<file path="config.mk">
export PLATFORM = sky130hd
export DESIGN_NAME = sha1_host_bridge
export DESIGN_NICKNAME = d
export VERILOG_FILES = /design/src/rtl/sha1_bridge_pkg.sv /design/src/rtl/sha1_rd_mux.sv /design/src/rtl/sha1_host_bridge.sv
export SDC_FILE = /design/constraint.sdc
export NUM_CORES = 1
export LEC_CHECK = 0
export BUFFER_PORTS_ARGS = -buffer_cell sky130_fd_sc_hd__buf_2
export CORE_UTILIZATION = 39
export DETAILED_ROUTE_END_ITERATION = 10
export PLACE_DENSITY = 0.77
export SKIP_LAST_GASP = 1
export SYNTH_ARGS = -nofsm -noshare
export SYNTH_HDL_FRONTEND = slang
export SYNTH_HIERARCHICAL = 1
export SYNTH_SLANG_ARGS = --single-unit
</file>
<file path="constraint.sdc">
create_clock -name clk -period 1.6 [get_ports clk]
set_input_delay 0.24 -clock clk [delete_from_list [all_inputs] [get_ports clk]]
set_output_delay 0.24 -clock clk [all_outputs]
set_load 0.02 [all_outputs]
</file>
<file path="src/rtl/sha1_bridge_pkg.sv">
// Shared definitions for the Nios-to-sha1 host bridge.
//   - bit positions inside the host control and status bytes
//   - FSM state encoding
//   - helper to size the channel select for a given channel count
package sha1_bridge_pkg;

    // host_control bit positions
    localparam int CTL_REQ     = 0;
    localparam int CTL_WE      = 1;
    localparam int CTL_BCAST   = 2;
    localparam int CTL_CH_LSB  = 3;
    localparam int CTL_CH_MSB  = 5;
    localparam int CTL_ERR_CLR = 6;
    localparam int CH_FIELD_W  = CTL_CH_MSB - CTL_CH_LSB + 1;

    // host_status bit positions (bits 7:4 are always zero)
    localparam int STS_ACK    = 0;
    localparam int STS_BUSY   = 1;
    localparam int STS_ERR    = 2;
    localparam int STS_BAD_CH = 3;

    typedef enum logic [1:0] {
        IDLE    = 2'd0,
        ISSUE   = 2'd1,
        WAIT_RD = 2'd2,
        ACK     = 2'd3
    } state_t;

    // Width of the channel select actually needed to address n cores.
    function automatic int sel_width(input int n);
        return (n > 1) ? $clog2(n) : 1;
    endfunction

endpackage

</file>
<file path="src/rtl/sha1_rd_mux.sv">
// Registered NUM_CH:1 read-data slice select.
//   clk, reset_n : clock, synchronous active-low reset (clears o_data)
//   i_capture    : load the selected slice into o_data on this edge
//   i_clear      : force o_data to zero on this edge (illegal channel)
//   i_sel        : channel index of the slice to capture
//   i_bus        : concatenated read buses, channel i at [i*DATA_W +: DATA_W]
//   o_data       : held result, changes only on capture or clear
module sha1_rd_mux #(
    parameter int NUM_CH = 4,
    parameter int DATA_W = 32,
    parameter int SEL_W  = 2
) (
    input  logic                     clk,
    input  logic                     reset_n,
    input  logic                     i_capture,
    input  logic                     i_clear,
    input  logic [SEL_W-1:0]         i_sel,
    input  logic [NUM_CH*DATA_W-1:0] i_bus,
    output logic [DATA_W-1:0]        o_data
);

    logic [DATA_W-1:0] w_slice [NUM_CH];
    logic [DATA_W-1:0] w_sel_data;
    logic [DATA_W-1:0] r_data;

    genvar gi;
    generate
        for (gi = 0; gi < NUM_CH; gi++) begin : g_slice
            assign w_slice[gi] = i_bus[gi*DATA_W +: DATA_W];
        end
    endgenerate

    always_comb begin
        w_sel_data = '0;
        for (int i = 0; i < NUM_CH; i++) begin
            if (i_sel == SEL_W'(i)) begin
                w_sel_data = w_slice[i];
            end
        end
    end

    always_ff @(posedge clk) begin
        if (!reset_n) begin
            r_data <= '0;
        end else if (i_clear) begin
            r_data <= '0;
        end else if (i_capture) begin
            r_data <= w_sel_data;
        end
    end

    assign o_data = r_data;

endmodule

</file>
<file path="src/rtl/sha1_host_bridge.sv">
// Bridge between the Nios PIO register set and NUM_CH sha1 cores.
// Turns the host's level-driven req into a 4-phase req/ack handshake and
// issues a single-cycle chip-select strobe per transaction.
//   clk, reset_n     : clock, synchronous active-low reset
//   host_address     : core register address
//   host_write_data  : write data
//   host_control     : [0] req [1] we [2] broadcast [5:3] channel [6] err_clr
//   host_read_data   : last completed read (0 after an illegal channel)
//   host_status      : [0] ack [1] busy [2] sticky err of latched channel [3] bad_ch
//   core_cs          : one-hot strobe, all ones on broadcast write
//   core_we/address/write_data : latched request fields, shared by all cores
//   core_read_data   : concatenated core read buses
//   core_error       : per-core error flags, accumulated into sticky bits
module sha1_host_bridge
    import sha1_bridge_pkg::*;
#(
    parameter int NUM_CH   = 4,
    parameter int ADDR_W   = 8,
    parameter int DATA_W   = 32,
    parameter int READ_LAT = 1
) (
    input  logic                     clk,
    input  logic                     reset_n,
    input  logic [ADDR_W-1:0]        host_address,
    input  logic [DATA_W-1:0]        host_write_data,
    input  logic [7:0]               host_control,
    output logic [DATA_W-1:0]        host_read_data,
    output logic [7:0]               host_status,
    output logic [NUM_CH-1:0]        core_cs,
    output logic                     core_we,
    output logic [ADDR_W-1:0]        core_address,
    output logic [DATA_W-1:0]        core_write_data,
    input  logic [NUM_CH*DATA_W-1:0] core_read_data,
    input  logic [NUM_CH-1:0]        core_error
);

    localparam int SEL_W = sel_width(NUM_CH);
    localparam int CNT_W = 3;

    // host control decode
    logic                  w_req;
    logic                  w_we;
    logic                  w_bcast;
    logic                  w_err_clr;
    logic [CH_FIELD_W-1:0] w_ch;
    logic                  w_ch_bad;
    logic                  w_unused;

    assign w_req     = host_control[CTL_REQ];
    assign w_we      = host_control[CTL_WE];
    assign w_bcast   = host_control[CTL_BCAST];
    assign w_err_clr = host_control[CTL_ERR_CLR];
    assign w_ch      = host_control[CTL_CH_MSB:CTL_CH_LSB];
    assign w_unused  = host_control[7];
    // The full 3-bit field is range-checked; only the low SEL_W bits select.
    assign w_ch_bad  = (int'(w_ch) >= NUM_CH);

    // state and latched request
    state_t              r_state;
    state_t              w_state_next;
    logic [ADDR_W-1:0]   r_addr;
    logic [DATA_W-1:0]   r_wdata;
    logic                r_we;
    logic                r_bcast;
    logic [SEL_W-1:0]    r_sel;
    logic                r_bad_ch;
    logic [CNT_W-1:0]    r_cnt;
    logic [NUM_CH-1:0]   r_err_sticky;

    logic                w_start;
    logic                w_capture;
    logic                w_rd_clear;
    logic [NUM_CH-1:0]   w_in_onehot;
    logic [NUM_CH-1:0]   w_lat_onehot;
    logic [NUM_CH-1:0]   w_clr_mask;
    logic [NUM_CH-1:0]   w_cs;
    logic                w_err_sel;
    logic [7:0]          w_status;

    genvar gi;
    generate
        for (gi = 0; gi < NUM_CH; gi++) begin : g_dec
            assign w_in_onehot[gi]  = (w_ch[SEL_W-1:0] == SEL_W'(gi));
            assign w_lat_onehot[gi] = (r_sel == SEL_W'(gi));
        end
    endgenerate

    always_comb begin
        w_state_next = r_state;
        w_start      = 1'b0;
        w_capture    = 1'b0;
        w_rd_clear   = 1'b0;
        unique case (r_state)
            IDLE: begin
                if (w_req) begin
                    w_start      = 1'b1;
                    w_state_next = ISSUE;
                end
            end
            ISSUE: begin
                if (r_bad_ch) begin
                    w_rd_clear   = 1'b1;
                    w_state_next = ACK;
                end else if (r_we) begin
                    w_state_next = ACK;
                end else begin
                    w_state_next = WAIT_RD;
                end
            end
            WAIT_RD: begin
                // Counter value 1 marks the edge on which core data is valid.
                if (r_cnt == CNT_W'(1)) begin
                    w_capture    = 1'b1;
                    w_state_next = ACK;
                end
            end
            ACK: begin
                if (!w_req) begin
                    w_state_next = IDLE;
                end
            end
            default: w_state_next = IDLE;
        endcase
    end

    // Strobe is decoded from registered state only, so it is clean for
    // exactly the ISSUE cycle. Broadcast is honoured for writes only.
    always_comb begin
        w_cs = '0;
        if (r_state == ISSUE && !r_bad_ch) begin
            w_cs = (r_we && r_bcast) ? '1 : w_lat_onehot;
        end
    end

    // err_clr acts directly on the start edge; it never needs to be stored.
    always_comb begin
        w_clr_mask = '0;
        if (w_start && w_err_clr) begin
            if (w_bcast) begin
                w_clr_mask = '1;
            end else if (!w_ch_bad) begin
                w_clr_mask = w_in_onehot;
            end
        end
    end

    always_ff @(posedge clk) begin
        if (!reset_n) begin
            r_state      <= IDLE;
            r_addr       <= '0;
            r_wdata      <= '0;
            r_we         <= 1'b0;
            r_bcast      <= 1'b0;
            r_sel        <= '0;
            r_bad_ch     <= 1'b0;
            r_cnt        <= '0;
            r_err_sticky <= '0;
        end else begin
            r_state <= w_state_next;
            // A new error on the clear cycle wins over the clear.
            r_err_sticky <= core_error | (r_err_sticky & ~w_clr_mask);
            if (w_start) begin
                r_addr   <= host_address;
                r_wdata  <= host_write_data;
                r_we     <= w_we;
                r_bcast  <= w_bcast;
                r_sel    <= w_ch[SEL_W-1:0];
                r_bad_ch <= w_ch_bad;
            end
            if (r_state == ISSUE) begin
                r_cnt <= CNT_W'(READ_LAT);
            end else if (r_state == WAIT_RD) begin
                r_cnt <= r_cnt - CNT_W'(1);
            end
        end
    end

    sha1_rd_mux #(
        .NUM_CH (NUM_CH),
        .DATA_W (DATA_W),
        .SEL_W  (SEL_W)
    ) u_rd_mux (
        .clk       (clk),
        .reset_n   (reset_n),
        .i_capture (w_capture),
        .i_clear   (w_rd_clear),
        .i_sel     (r_sel),
        .i_bus     (core_read_data),
        .o_data    (host_read_data)
    );

    assign w_err_sel = r_bad_ch ? 1'b0 : |(r_err_sticky & w_lat_onehot);

    always_comb begin
        w_status             = '0;
        w_status[STS_ACK]    = (r_state == ACK);
        w_status[STS_BUSY]   = (r_state != IDLE);
        w_status[STS_ERR]    = w_err_sel;
        w_status[STS_BAD_CH] = r_bad_ch;
    end

    assign host_status     = w_status;
    assign core_cs         = w_cs;
    assign core_we         = r_we;
    assign core_address    = r_addr;
    assign core_write_data = r_wdata;

endmodule

</file>
After elaboration in Yosys (flattened, before gate mapping)
Cells that the tools add are included.
{"block": "classes", "addsub": 1, "bitwise_logic": 5, "mux": 24, "n_reduce_logical": 13, "order_cmp": 1, "n_eq_ne": 13}
{"op": "two-way mux 32 bit", "count": 4}
{"op": "two-way mux 4 bit", "count": 5}
{"op": "equality test 2 bit, second input constant", "count": 6}
{"op": "two-way mux 1 bit", "count": 11}
{"op": "AND 4 bit", "count": 2}
{"op": "case mux 2 bit (4 select lines)", "count": 1}
{"op": "equality test 2 x 1 -> 1 bit, second input constant", "count": 3}
{"op": "zero test 2 bit", "count": 3}
{"op": "two-way mux 2 bit", "count": 3}
{"op": "!= test 2 bit, second input constant", "count": 3}
{"op": "inverter 4 bit", "count": 1}
{"op": "bitwise OR 4 bit", "count": 1}
{"op": "nonzero test 2 bit", "count": 2}
{"op": "OR reduction 2 bit", "count": 2}
{"op": "OR reduction 4 bit", "count": 1}
{"op": "equality test 3 x 1 -> 1 bit, second input constant", "count": 1}
{"op": "greater-or-equal comparator 3 bit, second input constant", "count": 1}
{"op": "logical AND 1 bit", "count": 3}
{"op": "AND reduction 3 bit", "count": 1}
{"op": "subtractor 3 x 1 -> 3 bit, second input constant", "count": 1}
{"op": "zero test 1 bit", "count": 1}
{"op": "inverter 1 bit", "count": 1}
{"block": "totals", "out_inout_bits": 85, "word_cells": 68, "input_bits": 182, "register_bits": 86}

Longest topological paths before layout
Gate-level depths: netlist of run 1.
{"block": "logic_depth", "depth_word": 7, "mapped_depth": 9, "mapped_depth_nobuf": 7}

Modules after synthesis
The synthesis of run 1 kept the hierarchy.
{"mod": "sha1_host_bridge", "cells_per_inst": 278, "seq_area_each_um2": 1081.0, "n_inst": 1, "area_each_um2": 2258.4}
{"mod": "sha1_rd_mux", "cells_per_inst": 180, "seq_area_each_um2": 640.6, "n_inst": 1, "area_each_um2": 1938.1}

Least setup slack after synthesis of run 1
No wires, ideal clock.
{"block": "synth_timing", "path_type": "register to register", "from": "reg r_state[1]", "to": "reg u_rd_mux.r_data[11] (netlist: u_rd_mux/o_data[11])", "stages_incl_launch_ff": 9, "n_path_buf": 2, "t_arrival_ps": 1539, "t_required_ps": 1543, "synth_period_minus_slack_ps": 1597, "path_slack_ps": 3, "setup_ps": 57, "path_cell_list": "dfxtp_1 -> inv_1 -> ha_1 -> and2_1 -> nand4bb_1 -> buf_2 -> buf_6 -> o22ai_1 -> a21o_1"}
{"block": "synth_via", "elab_chain_cells": 3, "word_cells_on_any_way": 5, "cone_classes": "eq/ne: 2; mux: 2; reduce/logical: 1"}
{"item": "from (decl)", "line_no": "sha1_host_bridge.sv:59", "source": "state_t r_state;"}
{"item": "from (signal assigned)", "line_no": "sha1_host_bridge.sv:159", "source": "r_state <= w_state_next;"}
{"item": "equality test 2 x 1 -> 1 bit", "line_no": "sha1_host_bridge.sv:93", "source": "unique case (r_state)"}
{"item": "two-way mux 1 bit", "line_no": "sha1_host_bridge.sv:93"}
{"item": "named net w_rd_clear", "line_no": "sha1_host_bridge.sv:72", "source": "logic w_rd_clear;"}
{"item": "OR reduction 2 bit (no source line)"}
{"item": "to (signal assigned)", "line_no": "sha1_rd_mux.sv:48", "source": "r_data <= w_sel_data;"}
{"item": "to (decl)", "line_no": "sha1_rd_mux.sv:24", "source": "logic [DATA_W-1:0] r_data;"}
The timed path passes the listed nets, and every way through them passes these cells.
A chain may end at the register's enable or synchronous reset.

Worst setup path after layout of run 1
{"block": "layout_timing", "from": "reg r_sel[0]", "to": "out host_status[2]"}
{"block": "layout_via", "elab_chain_cells": 4, "word_cells_on_any_way": 7, "cone_classes": "eq/ne: 3; mux: 1; bitwise: 1; reduce/logical: 2"}
{"item": "from (decl)", "line_no": "sha1_host_bridge.sv:65", "source": "logic [SEL_W-1:0] r_sel;"}
{"item": "from (signal assigned)", "line_no": "sha1_host_bridge.sv:167", "source": "r_sel <= w_ch[SEL_W-1:0];"}
{"item": "equality test 2 x 1 -> 1 bit (tied with other cells)", "line_no": "sha1_host_bridge.sv:84", "source": "assign w_lat_onehot[gi] = (r_sel == SEL_W'(gi));"}
{"item": "AND 4 bit *", "line_no": "sha1_host_bridge.sv:192", "source": "assign w_err_sel = r_bad_ch ? 1'b0 : |(r_err_sticky & w_lat_onehot);"}
{"item": "OR reduction 4 bit *", "line_no": "sha1_host_bridge.sv:192"}
{"item": "two-way mux 1 bit *", "line_no": "sha1_host_bridge.sv:192"}
{"item": "to (decl)", "line_no": "sha1_host_bridge.sv:28", "source": "output logic [7:0] host_status,"}
Every way passes the cells marked *; elsewhere a longest branch is shown, timed or not.

==> results of run 1 <==
## power by group through the flow
stage / clock (W) / sequential, W / combinational [W]
final: 0.00139 / 0.00268 / 0.00343
after global placement: 0 / 0.00267 / 0.00273
after CTS: 0.00145 / 0.00266 / 0.00318
after floorplan: 0 / 0.00297 / 0.00162
after detailed placement: 0 / 0.00270 / 0.00282
after global routing: 0.00153 / 0.00272 / 0.00371
## worst register-to-register path, cell delays in order (launching register included)
cell and delay, ps:
dfxtp_4 360, buf_4 150, buf_16 270, buf_4 260
mux2i_1 230, o22ai_1 110, a21o_1 160
## metal layers
| metal | up-vias | track usage (%) |
|---|---|---|
| li1 | 2144 | - |
| met1 | 2064 | 24.78 |
| met2 | 179 | 44.16 |
| met3 | 34 | 4.700 |
| met4 | 0 | 9.722 |
| met5 | - | 0 |
## flip-flops by register name, indices dropped and copies added (netlist names)
signal	flops
core_address	8
core_we	1
core_write_data	32
r_bad_ch	1
r_bcast	1
r_cnt	3
r_err_sticky	4
r_sel	2
r_state	2
u_rd_mux/o_data	32
## timing repair
item / in CTS / in global routing
cloned: 4 / 1
setup buffers: 8 / 7
pin swaps: 3 / 21
hold buffers: 0 / 0
setup endpoints to repair: 40 / 79
resized for setup: 42 / 49
## metrics by stage
stage	TNS (ps)	power [W]	std cells	hold WS, ps
final	-331.5	0.007509	879	114.1
after global routing	-1634	0.007967	879	93.45
after CTS	-993.8	0.007290	872	91.53
after detailed placement	-2661	0.005516	844	433.8
after global placement	0	0.005404	844	430.6
after floorplan	0	0.004594	461	357.4
## cell usage after synthesis, drive strengths merged (2+ instances only)
library cell	number
buf	32
a211oi	2
a21o	31
a21oi	34
ha	7
inv	13
a21boi	20
mux2i	65
o22ai	31
dfxtp	86
nand2b	4
nand2	97
a31oi	3
nor2	6
clkbuf	5
nor2b	2
and2	2
o21ai	6
## final timing paths
path                                 startpoint             endpoint  slack (ps)  cells after the start
worst min-delay path            host_address[3]      core_address[3]         110                      3
worst max register to register         r_sel[0]  u_rd_mux/o_data[13]         -40                      6
worst max-delay path                   r_sel[0]       host_status[2]        -100                      3
worst min register to register  core_address[3]      core_address[3]         450                      2
## cell families (layout without fill, tap and decap cells)
group / after synthesis / count (layout) / share of synthesized area, %
AO/OA/AOI/OAI: 130 / 130 / 20.27
XOR/XNOR: 1 / 1 / 0.2087
adder cells (fa/ha/maj): 7 / 7 / 2.087
flip-flops: 86 / 86 / 41.03
multiplexers: 66 / 66 / 16.04
other: 1 / 5 / 0.08936
AND/OR/NAND/NOR: 117 / 117 / 11.87
buffers and inverters: 50 / 331 / 8.408
## layout make-up
cell class | instances | area share, %
Clock inverter | 7 | 0.7598
Tap cell | 136 | 2.650
Sequential cell | 86 | 27.02
Multi-Input combinational cell | 325 | 38.20
Inverter | 13 | 0.8377
Clock buffer | 9 | 1.929
Timing Repair Buffer | 302 | 28.56
Antenna cell | 1 | 0.03896
==> metrics.cfg, run 1 <==
[outcome]
status = finished, violations left
violations = negative setup slack

[sta]
setup_ws_ps = -104.3
rsz0062_at_grt = yes
max_freq_ghz = 0.5867
min_period_over_period_pct = 106.5
slew_violations = 0
setup_viol = 8
finalHoldViolCount = 0
worst_clock_skew_ps = 7.469
period_needed_ps = 1704

[finish]
seqCellArea_sq_um = 1735
final_util_pct = 61.93
nets = 926
multi_input_area_sq_um = 2454
areaGrowthSynthToFinish_pct = 53.04
fin_area_sq_um = 6422
fillers = 865
final_common_cell = buf_2
layout_common_cells = buf_2, nand2_1, dfxtp_1
drive_above_1_share_pct = 50.54

[floorplanning]
die_h_microns = 105.7
die_w_microns = 105.7
fp.coreArea_sq_um = 10370
start_util_pct = 40.47
boundaryPins = 267
dieArea_sq_um = 11180
rows = 37

[synthesis]
synthTopCellsByArea = dfxtp_1, mux2i_1, nand2_1, a21o_1, o22ai_1
syn_avg_cell_area_sq_um = 9.163
synth_edf_count = 0
synth_flop_cell = dfxtp_1
synth.largest_area_cell = dfxtp_1
ys.warnings.count = 6
synth_seq_cells = 86
synth_top_area_share_pct = 41.03
seq_area_frac_synth_pct = 41.03
async_reset_ff_share_pct = 0
synth_cell_type_count = 38
syn_inst = 458
syn_area_sq_um = 4197

[power]
pwr-share-seq_pct = 35.7
pwr-share-clk_pct = 18.6
p_int_w = 0.004627
p_switching_w = 0.002882
power_density_nw_per_um2 = 1169
ir_worst_vdd_v = 0.0006278
p_leak_nw = 3.249
combPwrFrac_pct = 45.7
p_sw_share_pct = 38.38

[detailed_routing]
vias_per_cell = 5.030
met3_length_microns = 836
post_drt_wl_per_cell_microns = 15.31
drt_pass1_iterations = 6
ant_nets = 0
top_layer = met4
drc = 0
route.met2.wl_microns = 7072
first_iter_violations = 193
vias = 4421
drt-total-wl_microns = 13460
met1_length_microns = 5106

[global_routing]
grt_pass1_vias = 4246
grt_max_degree = 46
grtUsageTotal_pct = 23.28
antenna_found_initial = 1
grt_overflow = 0
grt_first_pass_wirelength_microns = 20420

[worst_setup_path]
crit_fanout = 2
critical_path_class = flip-flop to primary output
slowest_delay_ps = 490
crit_chain = mux4_2 > nor2b_4 > buf_6
crit_path_end_kind = primary output
startpoint_type = flip-flop
arrival_ps = 1460
worst_path_max_delay_cell = mux4_2
worst_path_dominant_cell_family = multiplexers
required_ps = 1360
critPathBufInv = 1

[cts]
cts_tree = yes
root_buffer = clkbuf_8
clk_latency_ps = 340
clock_path_buffers = 2
cts_num_sinks = 86
clk_pin_slew_ps = 90
cts_max_level = 3
cts-buffers-inserted = 9

[place]
dp_hpwl_microns = 9380
port_buffers = 261
post-place-ws_ps = -146.8
place_congestion = 0.8949
placed_area_sq_um = 5650

[run]
drv_cap = 0

[min_path]
min_path_type = primary input to flip-flop

Note: power is estimated with default switching activity, not from simulation.
==> inputs of run 2 (changes only) <==
==> constraint.sdc (replaced) <==
create_clock -name clk -period 1.6 [get_ports clk]
set_input_delay 0.32 -clock clk [delete_from_list [all_inputs] [get_ports clk]]
set_output_delay 0.32 -clock clk [all_outputs]
set_load 0.02 [all_outputs]
==> run 2 against run 1 <==
Critical path type unchanged. Hold slack improved by 50 ps. Largest power group unchanged. The flow still finishes with violations (negative setup slack). Critical endpoint unchanged. Clock power increased by 3%. Largest cell class unchanged. Final cell count decreased by 0.23%. Clock skew increased by 4.9 ps. Utilization increased by 2.0 points. Wire length increased by 7.5%. Flip-flop and latch count unchanged. Worst setup slack got worse by 110 ps. Die area unchanged.
==> metrics.cfg, run 2 (same netlist as run 1, synthesis figures left out) <==
[global_routing]
antenna_found_initial = 1  ; unchanged
grt_first_pass_wirelength_microns = 20480  ; +0.30%
grt_pass1_vias = 4314  ; +1.6%
grtUsageTotal_pct = 23.68  ; +0.39 points
grt_overflow = 0  ; unchanged
grt_max_degree = 46  ; unchanged

[cts]
cts_tree = yes
clk_latency_ps = 370  ; +30 ps
cts-buffers-inserted = 9  ; unchanged
root_buffer = clkbuf_8
cts_num_sinks = 86  ; unchanged
hold_buffers = 0  ; unchanged
cts_max_level = 3  ; unchanged
clock_path_buffers = 2  ; unchanged
clk_pin_slew_ps = 90  ; about the same

[floorplanning]
fp.coreArea_sq_um = 10370  ; unchanged
die_w_microns = 105.7  ; unchanged
start_util_pct = 40.47  ; unchanged
dieArea_sq_um = 11180  ; unchanged
rows = 37  ; unchanged
die_h_microns = 105.7  ; unchanged
boundaryPins = 267  ; unchanged

[worst_setup_path]
startpoint_type = flip-flop
reg2reg_setup_slack_ps = -110  ; -70 ps
arrival_ps = 1490  ; +30 ps
critical_path_class = flip-flop to primary output
worst_path_max_delay_cell = mux4_2
crit_path_end_kind = primary output
required_ps = 1280  ; -80 ps
r2r-end = u_rd_mux/o_data[24]
reg2reg_from = r_state[1]
slowest_delay_ps = 480  ; about the same
crit_fanout = 2  ; unchanged
reg2reg_depth = 8  ; +2
crit_chain = mux4_2 > nor2b_4 > buf_6

[finish]
layout_common_cells = buf_2, nand2_1, dfxtp_1
nets = 924  ; -0.22%
drive_above_1_share_pct = 52.16  ; +1.6 points
final_common_cell = buf_2
areaGrowthSynthToFinish_pct = 58.05
final_util_pct = 63.96  ; +2.0 points

[sta]
setup_ws_ps = -214.5  ; -110.2 ps
rsz0062_at_grt = yes
min_period_over_period_pct = 113.4  ; +6.9 points
finalHoldViolCount = 0  ; unchanged
slew_violations = 0  ; unchanged
max_freq_ghz = 0.5511  ; -6.1%
setup_viol = 17  ; +9
worst_clock_skew_ps = 12.38  ; +4.906 ps
period_needed_ps = 1815  ; +110.2 ps

[min_path]
worstHoldEndpoint = r_err_sticky[0]
hold_path.startpoint = core_error[0]
min_path_type = primary input to flip-flop
whs_path_depth = 3  ; unchanged

[place]
place_congestion = 0.8699  ; -2.8%
port_buffers = 261  ; unchanged
post-place-ws_ps = -64.39  ; +82.43 ps
dp_hpwl_microns = 9451  ; +0.76%

[run]
drv_cap = 0  ; unchanged

[detailed_routing]
vias = 4504  ; +1.9%
ant_nets = 0  ; unchanged
drt_pass1_iterations = 4  ; -2
post_drt_wl_per_cell_microns = 16.49  ; +7.7%
drc = 0  ; unchanged
first_iter_violations = 159  ; -18%
drt-total-wl_microns = 14460  ; +7.5%
vias_per_cell = 5.136  ; +2.1%

[outcome]
status = finished, violations left
violations = negative setup slack

[power]
p_int_w = 0.004831  ; +4.4%
pwr-share-seq_pct = 34.3  ; -1.4 points
pwr-share-clk_pct = 18.3  ; -0.3 points
p_leak_nw = 3.302  ; +1.6%
combPwrFrac_pct = 47.5  ; +1.8 points
p_switching_w = 0.003008  ; +4.4%
power_density_nw_per_um2 = 1182  ; +1.1%
fin_total_pwr_w = 0.007839  ; +4.4%
ir_worst_vdd_v = 0.0007484  ; +19%
p_sw_share_pct = 38.37  ; about the same

[run 2: worst max-delay path by stage]
stage	from	end	slack, ps	depth (start not counted)
after floorplan	r_state[1]	u_rd_mux/o_data[11]	3	8
final	r_sel[0]	host_status[2]	-210	3
after detailed placement	r_state[1]	u_rd_mux/o_data[13]	-60	7
after global routing	r_sel[0]	host_status[2]	-270	3
after CTS	r_sel[0]	host_status[2]	-240	3
after global placement	r_state[1]	u_rd_mux/o_data[14]	40	7
[run 2: layout make-up]
| type | count | area [sq um] |
|---|---|---|
| diodes | 1 | 2.502 |
| clock buffers | 10 | 137.6 |
| clock inverters | 6 | 47.55 |
| fillers | 855 | 3737 |
| inverters | 13 | 56.30 |
| multi-input cells | 325 | 2579 |
| flip-flops and latches | 86 | 1735 |
| well taps | 136 | 170.2 |
| repair buffers | 300 | 1904 |
[run 2: power by group through the flow]
stage / clock, W / sequential [W] / combinational, W
3_3_place_gp: 0 / 0.00267 / 0.00275
4_1_cts: 0.00148 / 0.00267 / 0.00326
2_1_floorplan: 0 / 0.00297 / 0.00162
3_5_place_dp: 0 / 0.00270 / 0.00285
5_1_grt: 0.00155 / 0.00272 / 0.00400
6_report: 0.00143 / 0.00269 / 0.00372
[run 2: critical path, delay by kind of cell (launching register included)]
family / cells / cell delay [ps]
flops: 1 / 360
simple gates: 1 / 140
buf+inv: 1 / 130
mux: 1 / 480
[run 2: layer usage]
metal | vias to the layer above | GRT usage [%] | wire [microns]
met4 | 0 | 12.10 | 511
met1 | 2122 | 25.08 | 5507
met2 | 200 | 44.07 | 7535
met5 | - | 0 | 0
met3 | 38 | 4.700 | 909
li1 | 2144 | - | -
[run 2: timing repair]
item,4_1_cts,5_1_grt
setup endpoints to repair,41,40
pin swaps,9,8
resized for setup,52,60
cloned,2,5
setup buffers,6,4
[run 2: through the flow]
step | TNS [ps] | cells | instance area, sq um | hold slack, ps
final | -1681 | 877 | 6633 | 164.4
after global routing | -4158 | 877 | 6633 | 164.3
after CTS | -1262 | 867 | 6155 | 139.3
after detailed placement | -907.7 | 843 | 5643 | 433.5
after global placement | 0 | 843 | 5643 | 430.6
after floorplan | 0 | 461 | 4208 | 436.6
==> inputs of run 3 (changes only) <==
--- a/config.mk
+++ b/config.mk
@@ -8,6 +8,7 @@
 export BUFFER_PORTS_ARGS = -buffer_cell sky130_fd_sc_hd__buf_2
 export CORE_UTILIZATION = 39
 export DETAILED_ROUTE_END_ITERATION = 10
+export GPL_ROUTABILITY_DRIVEN = 1
 export PLACE_DENSITY = 0.77
 export SKIP_LAST_GASP = 1
 export SYNTH_ARGS = -nofsm -noshare
==> constraint.sdc (replaced) <==
create_clock -name clk -period 1.6 [get_ports clk]
set_input_delay 0.16 -clock clk [delete_from_list [all_inputs] [get_ports clk]]
set_output_delay 0.16 -clock clk [all_outputs]
set_load 0.02 [all_outputs]
==> run 3 against run 2 <==
The run still ends with negative setup slack left. Worst setup slack better by 160 ps. First-iteration DRC count up 47%. Hold slack worse by 140 ps. Via count down 1.6%. Power down 2.8%. Count of clock-buffer cells in the layout unchanged. Register-to-register slack better by 110 ps. Clock skew about the same. Clock power up 6%. Critical path depth unchanged. Flip-flop and latch count unchanged. Sequential power about the same.
==> metrics.cfg, run 3 (same netlist as run 1, synthesis figures left out) <==
[detailed_routing]
vias_per_cell = 5.056  ; -1.6%
top_layer = met4
vias = 4434  ; -1.6%
ant_nets = 0  ; unchanged
route.met2.wl_microns = 7121  ; -5.5%
post_drt_wl_per_cell_microns = 15.48  ; -6.1%
drc = 0  ; unchanged
drt_pass1_iterations = 4  ; unchanged
met3_length_microns = 917  ; +0.88%
met1_length_microns = 5142  ; -6.6%
first_iter_violations = 233  ; +47%
drt-total-wl_microns = 13580  ; -6.1%

[worst_setup_path]
critical_path_class = flip-flop to primary output
arrival_ps = 1500  ; about the same
slowest_delay_ps = 490  ; about the same
critPathBufInv = 1  ; unchanged
crit_path_end_kind = primary output
crit_fanout = 2  ; unchanged
startpoint_type = flip-flop
worst_path_dominant_cell_family = multiplexers
required_ps = 1440  ; +160 ps
worst_path_max_delay_cell = mux4_2
crit_chain = mux4_2 > nor2b_4 > buf_6

[floorplanning]
start_util_pct = 40.47  ; unchanged
fp.coreArea_sq_um = 10370  ; unchanged
die_h_microns = 105.7  ; unchanged
boundaryPins = 267  ; unchanged
rows = 37  ; unchanged
dieArea_sq_um = 11180  ; unchanged
die_w_microns = 105.7  ; unchanged

[sta]
setup_ws_ps = -58.30  ; +156.2 ps
setup_viol = 2  ; -15
min_period_over_period_pct = 103.6  ; -9.8 points
period_needed_ps = 1658  ; -156.2 ps
rsz0062_at_grt = yes
worst_clock_skew_ps = 12.39  ; +0.01500 ps
max_freq_ghz = 0.6030  ; +9.4%
slew_violations = 0  ; unchanged
hold_ws_ps = 26.61  ; -137.8 ps
finalHoldViolCount = 0  ; unchanged

[global_routing]
grtUsageTotal_pct = 21.83  ; -1.8 points
grt_first_pass_wirelength_microns = 19380  ; -5.4%
grt_pass1_vias = 4173  ; -3.3%
antenna_found_initial = 3  ; +2
grt_max_degree = 46  ; unchanged
grt_overflow = 0  ; unchanged

[cts]
cts_num_sinks = 86  ; unchanged
clock_path_buffers = 2  ; unchanged
root_buffer = clkbuf_8
clk_latency_ps = 360  ; about the same
clk_pin_slew_ps = 100  ; about the same
hold_buffers = 0  ; unchanged
cts_max_level = 3  ; unchanged
cts_tree = yes
cts-buffers-inserted = 9  ; unchanged

[place]
place_congestion = 0.8887  ; +2.2%
post-place-ws_ps = -57.90  ; +6.491 ps
port_buffers = 261  ; unchanged
dp_hpwl_microns = 9447  ; about the same

[outcome]
status = finished, violations left
violations = negative setup slack

[min_path]
min_path_type = primary input to flip-flop

[finish]
layout_common_cells = buf_2, nand2_1, dfxtp_1
final_common_cell = buf_2
nets = 922  ; -0.22%
areaGrowthSynthToFinish_pct = 53.37
drive_above_1_share_pct = 50.27  ; -1.9 points

[power]
ir_worst_vdd_v = 0.0006669  ; -11%
power_density_nw_per_um2 = 1184  ; +0.15%
p_leak_nw = 3.243  ; -1.8%

[run]
drv_cap = 0  ; unchanged

[run 3: layout make-up]
type | instances | area, sq um
Inverter | 13 | 53.80
Tap cell | 136 | 170.2
Clock inverter | 6 | 47.55
Clock buffer | 10 | 148.9
Antenna cell | 3 | 7.507
Sequential cell | 86 | 1734
Fill cell | 876 | 3934
Timing Repair Buffer | 298 | 1818
Multi-Input combinational cell | 325 | 2456
[run 3: repair_timing]
item                                    4_1_cts  5_1_grt
gates cloned                                  2        4
resized for setup                            28       54
pin swaps                                     2       17
setup buffers                                 5        2
endpoints found under the setup margin       37       86
[run 3: per-layer routing]
| metal | up-vias | track usage, % |
|---|---|---|
| met1 | 2053 | 23.93 |
| li1 | 2139 | - |
| met4 | 0 | 11.31 |
| met3 | 30 | 4.453 |
| met2 | 212 | 39.50 |
| met5 | - | 0 |
[run 3: worst paths after layout]
kind              slack [ps]  cells past startpoint            start                  end
hold reg to reg          450                      2  core_address[4]      core_address[4]
hold / removal            30                      3  host_address[7]      core_address[7]
setup reg to reg           0                      9       r_state[1]  u_rd_mux/o_data[29]
setup / recovery         -60                      3         r_sel[0]       host_status[2]
[run 3: power breakdown]
group          switching [W]  internal [W]
Clock               0.000834      0.000676
Combinational        0.00184       0.00158
Sequential          0.000218       0.00248
[run 3: worst reg2reg max path, cell delays in order, from the launching register on]
cell	delay [ps]
dfxtp_4	400
buf_6	110
ha_4	150
inv_2	50
nor2_4	90
nand4bb_1	130
buf_6	170
buf_6	150
o22ai_2	180
a21o_1	110
[run 3: stage by stage]
| stage | total power, W | instance area (sq um) | util (%) | TNS, ps | instances |
|---|---|---|---|---|---|
| global placement | 0.005446 | 5670 | 54.68 | 0 | 845 |
| finish | 0.007618 | 6436 | 62.07 | -60.80 | 877 |
| detailed placement | 0.005562 | 5670 | 54.68 | -712.5 | 845 |
| global route | 0.008041 | 6436 | 62.07 | -1334 | 877 |
| floorplan | 0.004594 | 4208 | - | 0 | 461 |
| CTS | 0.007238 | 6027 | 58.12 | -238.6 | 868 |
